$ cat src/rtl/env_table_loader_pkg.sv
// env_table_loader_pkg
// Shared definitions for the envelope table loader: the frame sync byte, the
// envelope sample rate the default table depth is derived from, the PCM word
// width, the loader FSM state encoding and the word-assembly helper.
// Optional feature macro used by the loader: ENV_LOADER_CHECKSUM_EN.
package env_table_loader_pkg;

    localparam logic [7:0] ENV_SYNC_BYTE     = 8'hA5;
    localparam int         ENVELOPE_FREQ     = 16;
    localparam int         ENV_DEPTH_DEFAULT = 3 * ENVELOPE_FREQ;
    localparam int         PCM_QUANT         = 12;   // must be <= 16

    typedef enum logic [2:0] {
        ST_IDLE    = 3'd0,
        ST_LEN_HI  = 3'd1,
        ST_LEN_LO  = 3'd2,
        ST_DATA_HI = 3'd3,
        ST_DATA_LO = 3'd4,
        ST_CSUM    = 3'd5,
        ST_COMMIT  = 3'd6
    } state_e;

    // Two stream bytes (MSB first) -> one table word; only the low PCM_QUANT
    // bits are kept.
    function automatic logic [PCM_QUANT-1:0] pcm_word(input logic [7:0] hi,
                                                      input logic [7:0] lo);
        return PCM_QUANT'({hi, lo});
    endfunction

endpackage

$ cat src/rtl/env_table_loader_ram.sv
// env_table_ram
// Simple dual-port table RAM: one write port (loader) and one registered read
// port (envelope player), both on clk. A read of the address being written in
// the same cycle returns the old word. Out-of-range reads return 0 and
// out-of-range writes are ignored.
// Ports:
//   clk, clr        clock, async active-high reset (read register only)
//   we/waddr/wdata  write port
//   raddr/rdata     read port, 1-cycle latency
module env_table_ram #(
    parameter int W     = 12,
    parameter int DEPTH = 48,
    parameter int AW    = 16
) (
    input  logic          clk,
    input  logic          clr,
    input  logic          we,
    input  logic [AW-1:0] waddr,
    input  logic [W-1:0]  wdata,
    input  logic [AW-1:0] raddr,
    output logic [W-1:0]  rdata
);

    localparam int          IW      = (DEPTH > 1) ? $clog2(DEPTH) : 1;
    localparam logic [31:0] DEPTH_U = 32'(DEPTH);

    logic [W-1:0] mem [DEPTH];
    logic [W-1:0] rdata_q, rdata_d;
    logic         rd_ok, wr_ok;

    assign rd_ok = 32'(raddr) < DEPTH_U;
    assign wr_ok = 32'(waddr) < DEPTH_U;

    always_comb begin
        rdata_d = '0;
        if (rd_ok) begin
            rdata_d = mem[raddr[IW-1:0]];
        end
    end

    always_ff @(posedge clk) begin
        if (we && wr_ok) begin
            mem[waddr[IW-1:0]] <= wdata;
        end
    end

    always_ff @(posedge clk or posedge clr) begin
        if (clr) begin
            rdata_q <= '0;
        end else begin
            rdata_q <= rdata_d;
        end
    end

    assign rdata = rdata_q;

endmodule

$ cat src/rtl/env_table_loader.sv
// env_table_loader
// Runtime writer for the envelope lookup table. Parses a framed byte stream
// (sync 0xA5, LEN_HI, LEN_LO, N big-endian 16-bit words, optional checksum)
// arriving over valid/ready, writes word k to table address k and commits
// the word count to len once the whole frame is accepted.
// Build option: define ENV_LOADER_CHECKSUM_EN to require a trailing checksum
// byte (XOR of every byte after sync); without it the frame ends after the
// last data word.
// Ports:
//   clk, clr            clock, async active-high reset
//   in_data/in_valid    stream byte and its valid
//   in_ready            byte accepted when in_valid && in_ready
//   raddr/rdata         player read port, rdata registered (1-cycle latency)
//   len                 committed word count
//   busy                frame in progress
//   done/err            1-cycle pulses: frame committed / frame rejected
module env_table_loader
    import env_table_loader_pkg::*;
#(
    parameter int DEPTH = ENV_DEPTH_DEFAULT,
    parameter int AW    = 16
) (
    input  logic                 clk,
    input  logic                 clr,
    input  logic [7:0]           in_data,
    input  logic                 in_valid,
    output logic                 in_ready,
    input  logic [AW-1:0]        raddr,
    output logic [PCM_QUANT-1:0] rdata,
    output logic [AW-1:0]        len,
    output logic                 busy,
    output logic                 done,
    output logic                 err
);

    localparam logic [31:0] DEPTH_U = 32'(DEPTH);

    state_e        state_q, state_d;
    logic [7:0]    hi_q, hi_d;        // LEN_HI byte, then each word's high byte
    logic [AW-1:0] n_q, n_d;          // word count of the frame in flight
    logic [AW-1:0] cnt_q, cnt_d;      // next word address
    logic [AW-1:0] len_q, len_d;
    logic          done_q, done_d;
    logic          err_q, err_d;
    logic          ready_q, ready_d;
`ifdef ENV_LOADER_CHECKSUM_EN
    logic [7:0]    csum_q, csum_d;
`endif

    logic                 accept;
    logic                 we;
    logic [15:0]          n16;
    logic                 len_bad;
    logic [PCM_QUANT-1:0] wdata;

    assign accept  = in_valid && ready_q;
    assign n16     = {hi_q, in_data};
    assign len_bad = (n16 == 16'd0) || ({16'd0, n16} > DEPTH_U);
    assign wdata   = pcm_word(hi_q, in_data);

    always_comb begin
        state_d = state_q;
        hi_d    = hi_q;
        n_d     = n_q;
        cnt_d   = cnt_q;
        len_d   = len_q;
        done_d  = 1'b0;
        err_d   = 1'b0;
        we      = 1'b0;
`ifdef ENV_LOADER_CHECKSUM_EN
        csum_d  = csum_q;
        // Running XOR over LEN_HI .. last data byte; cleared while idle.
        if (state_q == ST_IDLE) begin
            csum_d = 8'h00;
        end else if (accept && (state_q inside {ST_LEN_HI, ST_LEN_LO, ST_DATA_HI, ST_DATA_LO})) begin
            csum_d = csum_q ^ in_data;
        end
`endif
        case (state_q)
            ST_IDLE: begin
                if (accept && (in_data == ENV_SYNC_BYTE)) begin
                    cnt_d   = '0;
                    state_d = ST_LEN_HI;
                end
            end
            ST_LEN_HI: begin
                if (accept) begin
                    hi_d    = in_data;
                    state_d = ST_LEN_LO;
                end
            end
            ST_LEN_LO: begin
                if (accept) begin
                    if (len_bad) begin
                        err_d   = 1'b1;
                        state_d = ST_IDLE;
                    end else begin
                        n_d     = AW'(n16);
                        state_d = ST_DATA_HI;
                    end
                end
            end
            ST_DATA_HI: begin
                if (accept) begin
                    hi_d    = in_data;
                    state_d = ST_DATA_LO;
                end
            end
            ST_DATA_LO: begin
                if (accept) begin
                    we    = 1'b1;
                    cnt_d = cnt_q + AW'(1);
                    if (cnt_q == n_q - AW'(1)) begin
`ifdef ENV_LOADER_CHECKSUM_EN
                        state_d = ST_CSUM;
`else
                        state_d = ST_COMMIT;
`endif
                    end else begin
                        state_d = ST_DATA_HI;
                    end
                end
            end
            ST_CSUM: begin
`ifdef ENV_LOADER_CHECKSUM_EN
                if (accept) begin
                    if (in_data == csum_q) begin
                        state_d = ST_COMMIT;
                    end else begin
                        err_d   = 1'b1;
                        state_d = ST_IDLE;
                    end
                end
`else
                state_d = ST_IDLE;
`endif
            end
            ST_COMMIT: begin
                len_d   = n_q;
                done_d  = 1'b1;
                state_d = ST_IDLE;
            end
            default: begin
                state_d = ST_IDLE;
            end
        endcase
    end

    // The only non-accepting cycle is COMMIT, so ready is known one state ahead.
    assign ready_d = (state_d != ST_COMMIT);

    always_ff @(posedge clk or posedge clr) begin
        if (clr) begin
            state_q <= ST_IDLE;
            hi_q    <= '0;
            n_q     <= '0;
            cnt_q   <= '0;
            len_q   <= '0;
            done_q  <= 1'b0;
            err_q   <= 1'b0;
            ready_q <= 1'b0;
`ifdef ENV_LOADER_CHECKSUM_EN
            csum_q  <= '0;
`endif
        end else begin
            state_q <= state_d;
            hi_q    <= hi_d;
            n_q     <= n_d;
            cnt_q   <= cnt_d;
            len_q   <= len_d;
            done_q  <= done_d;
            err_q   <= err_d;
            ready_q <= ready_d;
`ifdef ENV_LOADER_CHECKSUM_EN
            csum_q  <= csum_d;
`endif
        end
    end

    env_table_ram #(
        .W     (PCM_QUANT),
        .DEPTH (DEPTH),
        .AW    (AW)
    ) u_ram (
        .clk   (clk),
        .clr   (clr),
        .we    (we),
        .waddr (cnt_q),
        .wdata (wdata),
        .raddr (raddr),
        .rdata (rdata)
    );

    assign in_ready = ready_q;
    assign len      = len_q;
    assign busy     = (state_q != ST_IDLE);
    assign done     = done_q;
    assign err      = err_q;

endmodule
$ cat config.mk
export PLATFORM = sky130hd
export DESIGN_NAME = env_table_loader
export DESIGN_NICKNAME = d
export VERILOG_FILES = /design/src/rtl/env_table_loader_pkg.sv /design/src/rtl/env_table_loader_ram.sv /design/src/rtl/env_table_loader.sv
export SDC_FILE = /design/constraint.sdc
export NUM_CORES = 1
export LEC_CHECK = 0
export CAP_MARGIN = 20
export CORE_MARGIN = 2
export CORE_UTILIZATION = 55
export DETAILED_ROUTE_END_ITERATION = 8
export GPL_TIMING_DRIVEN = 0
export PLACE_DENSITY = 0.76
export RECOVER_POWER = 25
export SETUP_SLACK_MARGIN = 0.05
export SLEW_MARGIN = 20
export SYNTH_ARGS = -nofsm -noshare
export SYNTH_HDL_FRONTEND = slang
export SYNTH_SLANG_ARGS = --single-unit
$ cat constraint.sdc
create_clock -name clk -period 3.45 [get_ports clk]
set_input_delay 1.035 -clock clk [delete_from_list [all_inputs] [get_ports clk]]
set_output_delay 1.035 -clock clk [all_outputs]
set_load 0.02 [all_outputs]
# [After elaboration in Yosys (flattened, before gate mapping)]
# Memories as Yosys holds them, arrays and structs flattened.
# Cells that the tools add are included.
[word_totals] reg_bits=74 latch_bits=0 ramBits=576 rom_bits=0 elab_cells=58 mem_count=1
[memory_table] name="u_ram.mem" words=48 word_bits=12 read_ports=1 rd_clocked_by_memory_dff=0 write_ports=1 line_no="env_table_loader_ram.sv:27" rtl="logic [W-1:0] mem [DEPTH];"
[op_classes] addsub=2 multipliers=0 n_div=0 magnitude_cmp=3 eq_ne=10 shifts=0 n_mux=20 n_bitwise=1 n_reduce_logical=12
[ops] op="less-than comparator 16 x 6 -> 1 bit, second input constant" count=2
[ops] op="2-to-1 mux 16 bit" count=2
[ops] op="case mux 16 bit (2 select lines)" count=1
[ops] op="2-to-1 mux 3 bit" count=6
[ops] op="adder 16 x 1 -> 16 bit, second input constant" count=1
[ops] op="equality test 16 bit" count=1
[ops] op="greater-than comparator 16 x 6 -> 1 bit, second input constant" count=1
[ops] op="zero test 16 bit" count=1
[ops] op="subtractor 16 x 1 -> 16 bit, second input constant" count=1
[ops] op="case mux 3 bit (5 select lines)" count=1
[ops] op="2-to-1 mux 12 bit" count=1
[ops] op="equality test 8 bit, second input constant" count=1
[ops] op="2-to-1 mux 1 bit" count=8
[ops] op="equality test 3 x 2 -> 1 bit, second input constant" count=2
[ops] op="equality test 3 bit, second input constant" count=2
[ops] op="AND reduction 3 bit" count=2
[ops] op="inequality test 2 bit, second input constant" count=2
[ops] op="equality test 3 x 1 -> 1 bit, second input constant" count=1
[ops] op="logical AND 1 bit" count=3
[ops] op="zero test 3 bit" count=1
[ops] op="inequality test 3 bit, second input constant" count=1
[ops] op="nonzero test 3 bit" count=1
[ops] op="2-to-1 mux 2 bit" count=1
[ops] op="AND reduction 2 bit" count=1
[ops] op="4 further kinds" count=4

# [Logic depth before layout (Yosys ltp)]
[depth] word_depth=6 depth_mapped=8 depth_no_buf=8

# [Hierarchy]
# A second synthesis with hierarchy kept.
[unflattened] hier_cells=1417 area_unflattened_um2=26325.2
[modules_own_cells] module="env_table_ram" instances=1 cells_each=1115 area_per_inst_um2=23077.1 seq_area_each_um2=17596.9
[modules_own_cells] module="env_table_loader" instances=1 cells_each=302 area_per_inst_um2=3248.1 seq_area_each_um2=1551.5

# [Worst setup path after synthesis]
# OpenSTA, ideal clock, no wires.
[synth_path] path_type="input-to-reg" startpoint="input port in_valid" endpoint="memory u_ram.mem[47][0] (enable)" t_arrival_ns=2.503 required_ns=3.070 setup_slack_ns=0.567 stages=7 n_path_buf=1 cell_sequence="nand2_1 -> nor2b_1 -> clkbuf_2 -> nand4_1 -> nor2_1 -> nand3_1 -> nor2_1"
[synth_via] elab_chain_len=6
[synth_lines] element="start: declaration" line_no="env_table_loader.sv:26" rtl="input logic in_valid,"
[synth_lines] element="logical AND 1 bit" line_no="env_table_loader.sv:56" rtl="assign accept = in_valid && ready_q;"
[synth_lines] element="2-to-1 mux 1 bit" line_no="env_table_loader.sv:110" rtl="if (accept) begin"
[synth_lines] element="2-to-1 mux 1 bit" line_no="env_table_loader.sv:79" rtl="case (state_q)"
[synth_lines] element="logical AND 1 bit" line_no="env_table_loader_ram.sv:42" rtl="if (we && wr_ok) begin"
[synth_lines] element="2-to-1 mux 1 bit" line_no="env_table_loader_ram.sv:42"
[synth_lines] element="2-to-1 mux 1 bit (implied by the code)" line_no="env_table_loader_ram.sv:43" rtl="mem[waddr[IW-1:0]] <= wdata;"
[synth_lines] element="end: declaration" line_no="env_table_loader_ram.sv:27"
# No other way between the ends.

# [Worst setup path after layout]
[layout_path] startpoint="input port in_valid" endpoint="memory u_ram.mem[8][9] (enable)"
# The elaborated chain is that of the path after synthesis.

==> metrics.md <==
| Metric | Value |
|---|---|
| First-pass GRT wire length | 83700 µm |
| Ys flop type | edfxtp_1 |
| RD Place Congestion | 0.897 |
| Total nets after synthesis | 1269 |
| Clock Pin Slew Worst Setup and Hold Paths | 0.06 ns |
| PD cells | 536 mW/mm² |
| Vias | 12947 |
| Critical path type | primary input to flip-flop |
| Die area | 0.0482 mm² |
| Starting Density | 55.3% |
| DP Wirelength | 36500 µm |
| Run status | complete, but fails checks |
| Lkg Pwr | 9.73 nW |
| Routed len/inst | 28.5 µm |
| FILL cells | 3072 |
| CORE AREA | 0.0463 mm² |
| Fin. Hold Viols | 0 |
| Vias per cell | 6.37 |
| Violated checks | negative setup slack |
| Critical-path maximum fanout | 12 |
| Setup TNS | -4.70 ns |
| # rows | 79 |
| Clock Skews | 0.0136 ns |
| Worst slew margin | 8.20% |
| DP Worst Slack | -0.935 ns |
| Yosys reg bits | 650 |
| Arrival @ worst endpoint | 3.76 ns |
| Ant diodes | 0 |
| Crit path max-delay cell type | nor2_2 |
| Clk_lat worst skew | 0.62 ns |
| RSZ-0062 raised after global routing | yes |
| Multi-input gate area | 0.00632 mm² |
| CP Launch Type | primary input |
| Fmax | 0.285 GHz |
| Initial antenna violation count | 0 |
| Sink Count | 650 |
| Met2 usage | 39.5% |
| Commonest non-fill, non-tap cells in the layout | 576 x edfxtp_1, 168 x mux4_2, 72 x dfrtp_1, 59 x clkbuf_16, 48 x clkbuf_1 |
| Final setup vio count | 150 |
| EDFF count, synth | 576 |
| Layout Area Growth over Synthesis | 15.2% |
| Worst Tran Pin Value | 1.38 ns |
| M1 GR Usage | 34.4% |
| Worst-path cell chain | clkdlybuf4s50_1 > nand2_1 > nor2b_1 > clkbuf_2 > nand4_1 > nor2_1 > nand2_1 > nor2_2 |
| Maximum clock insertion buffer count | 3 |
| Fin nets | 1411 |
| Non-Filler Instances | 2034 |
| Total gr overflow | 0 |
| Buffers on Ports | 54 |
| GRT Resource Usage Total | 24.3% |
| Ys async rst share | 11.4% |
| Post-Syn Area per Cell | 20.6 µm² |
| Die width | 220 µm |
| Cell variety after synth | 53 |
| Count of warnings emitted by yosys | 0 |
| H-Tree Depth | 2 |
| Final wirelength | 58000 µm |
| Synth Instances | 1240 |
| Reg area | 0.0192 mm² |
| Root Driver | clkbuf_16 |
| Slew Limit Fails | 0 |
| Commonest non-fill, non-tap cell in the layout | edfxtp_1 |
| Min-delay worst type | flip-flop to flip-flop |
| Setup crit end kind | flip-flop |
| TritonCTS Buffers | 59 |
| First-pass DRT Iterations | 5 |
| CP max stage delay | 0.76 ns |
| Post-route ant nets | 0 |
| Critical path required time | 3.69 ns |
| Tmin final | 3.51 ns |
| Post-Syn Area | 0.0256 mm² |
| Dpl cells | 1915 |
| Final Cycle Share | 102% |
| Die Y | 220 µm |
| Util after Layout | 63.7% |
| Residual DRC | 0 |
| CP most frequent cell | nand2_1 |
| CTS Hold Bufs | 0 |
| First DRT Iteration DRCs | 1567 |
| Worst vdd ir | 0.414 mV |
| Grt met3 use | 3.59% |
| I/O pins | 59 |
| Vias in the first global route | 12776 |
| Layout cells sized above 1 | 28.1% |
| Largest net degree at the start of global routing | 51 |
| Global routing's busiest layer | met2 |
| Max Cap Viol | 0 |
| Sequential area share after synthesis | 74.9% |
| Final worst slack | -0.0649 ns |
| CTS tree | done |
[state kept, by name (all words and copies together), names as in the netlist]
register and flops:
u_ram.rdata 12, err 1, u_ram.mem 576, n_q 16, cnt_q 16, done 1
in_ready 1, hi_q 8, state_q 3, len 16
[layer usage]
metal  part of all wire [%]  up-vias
met4                    2.6        0
li1                       -     5351
met1                     39     6833
met2                     50      667
met3                    7.9       96
met5                      0        -
[layout make-up]
cell class,count,area share (%)
buffer,62,1.03
timing repair buffer,81,3.33
clock inverter,30,0.968
clock buffer,76,5.43
tap,607,2.58
sequential,650,65.0
multi-input combinational,508,21.4
inverter,20,0.259
[worst max-delay path, delay by kind of cell]
family,cells,cell delay [ns]
buffers and inverters,2,0.72
AND/OR/NAND/NOR,6,1.99
[synth_stat cells, types with 2 or more instances]
library cell	count	area [µm²]
nand4_1	5	31.3
ha_1	2	25.0
nor4_1	11	68.8
nand2_1	29	109
nor2b_1	16	100
dfrtp_1	74	1850
inv_1	20	75.1
nand3b_1	5	37.5
xnor2_1	25	219
nor3b_1	2	15.0
mux2i_1	26	260
and3_1	5	31.3
mux4_2	168	3780
nor3_1	4	20.0
buf_4	6	45.0
mux2_2	26	293
buf_6	3	33.8
clkbuf_1	28	105
nor3b_2	2	25.0
edfxtp_1	576	17300
nor4b_2	2	30.0
o21ai_0	36	180
xor2_1	11	96.3
buf_1	5	18.8
a31oi_1	2	12.5
a221oi_1	12	105
a21oi_1	5	25.0
and4_1	4	35.0
nor2_1	70	263
nand3_1	16	80.1
or3_1	3	18.8
buf_2	19	95.1
a211oi_1	2	15.0
[cells by family after synthesis]
| group | after synthesis | synth area share [%] |
|---|---|---|
| muxes | 220 | 17.0 |
| xor gates and xnor gates | 36 | 1.23 |
| buffers and inverters | 82 | 1.48 |
| AOI/OAI and AO/OA | 65 | 1.57 |
| adders and majority gates | 2 | 0.0978 |
| DFF | 650 | 74.9 |
| and+or+nand+nor | 185 | 3.81 |
[metrics by stage]
step / power, mW / hold WS [ns] / cell area (µm²)
after floorplan: 9.18 / 0.480 / 25600
after global placement: 9.47 / 0.485 / 26900
after detailed placement: 9.52 / 0.491 / 27200
after CTS: 15.8 / 0.511 / 29200
after global routing: 16.2 / 0.538 / 29500
final: 15.8 / 0.510 / 29500
[timing repair]
item	CTS	global route
resized for setup	26	23
pin swaps	5	8
setup buffers	5	8
setup endpoints to repair	355	529
hold endpoints to repair	0	0
[worst paths after layout]
check	start	to	slack [ns]	cells past startpoint
hold reg to reg	hi_q[5]	hi_q[5]	0.51	1
setup / recovery	in_valid	u_ram.mem[8][9]	-0.06	8
max in group asynchronous	clr	u_ram.rdata[1]	1.51	3
hold / removal	hi_q[5]	hi_q[5]	0.51	1
min in group asynchronous	clr	n_q[12]	1.15	2
setup reg to reg	state_q[0]	u_ram.mem[8][9]	0.15	8
[power breakdown]
group / leakage, nW / internal, mW / switching, mW / total, mW
logic: 2.61 / 0.290 / 0.414 / 0.705
registers: 6.20 / 8.60 / 0.0543 / 8.65
clock network: 0.925 / 3.64 / 2.82 / 6.45
Note: power is estimated with default switching activity, not from simulation.
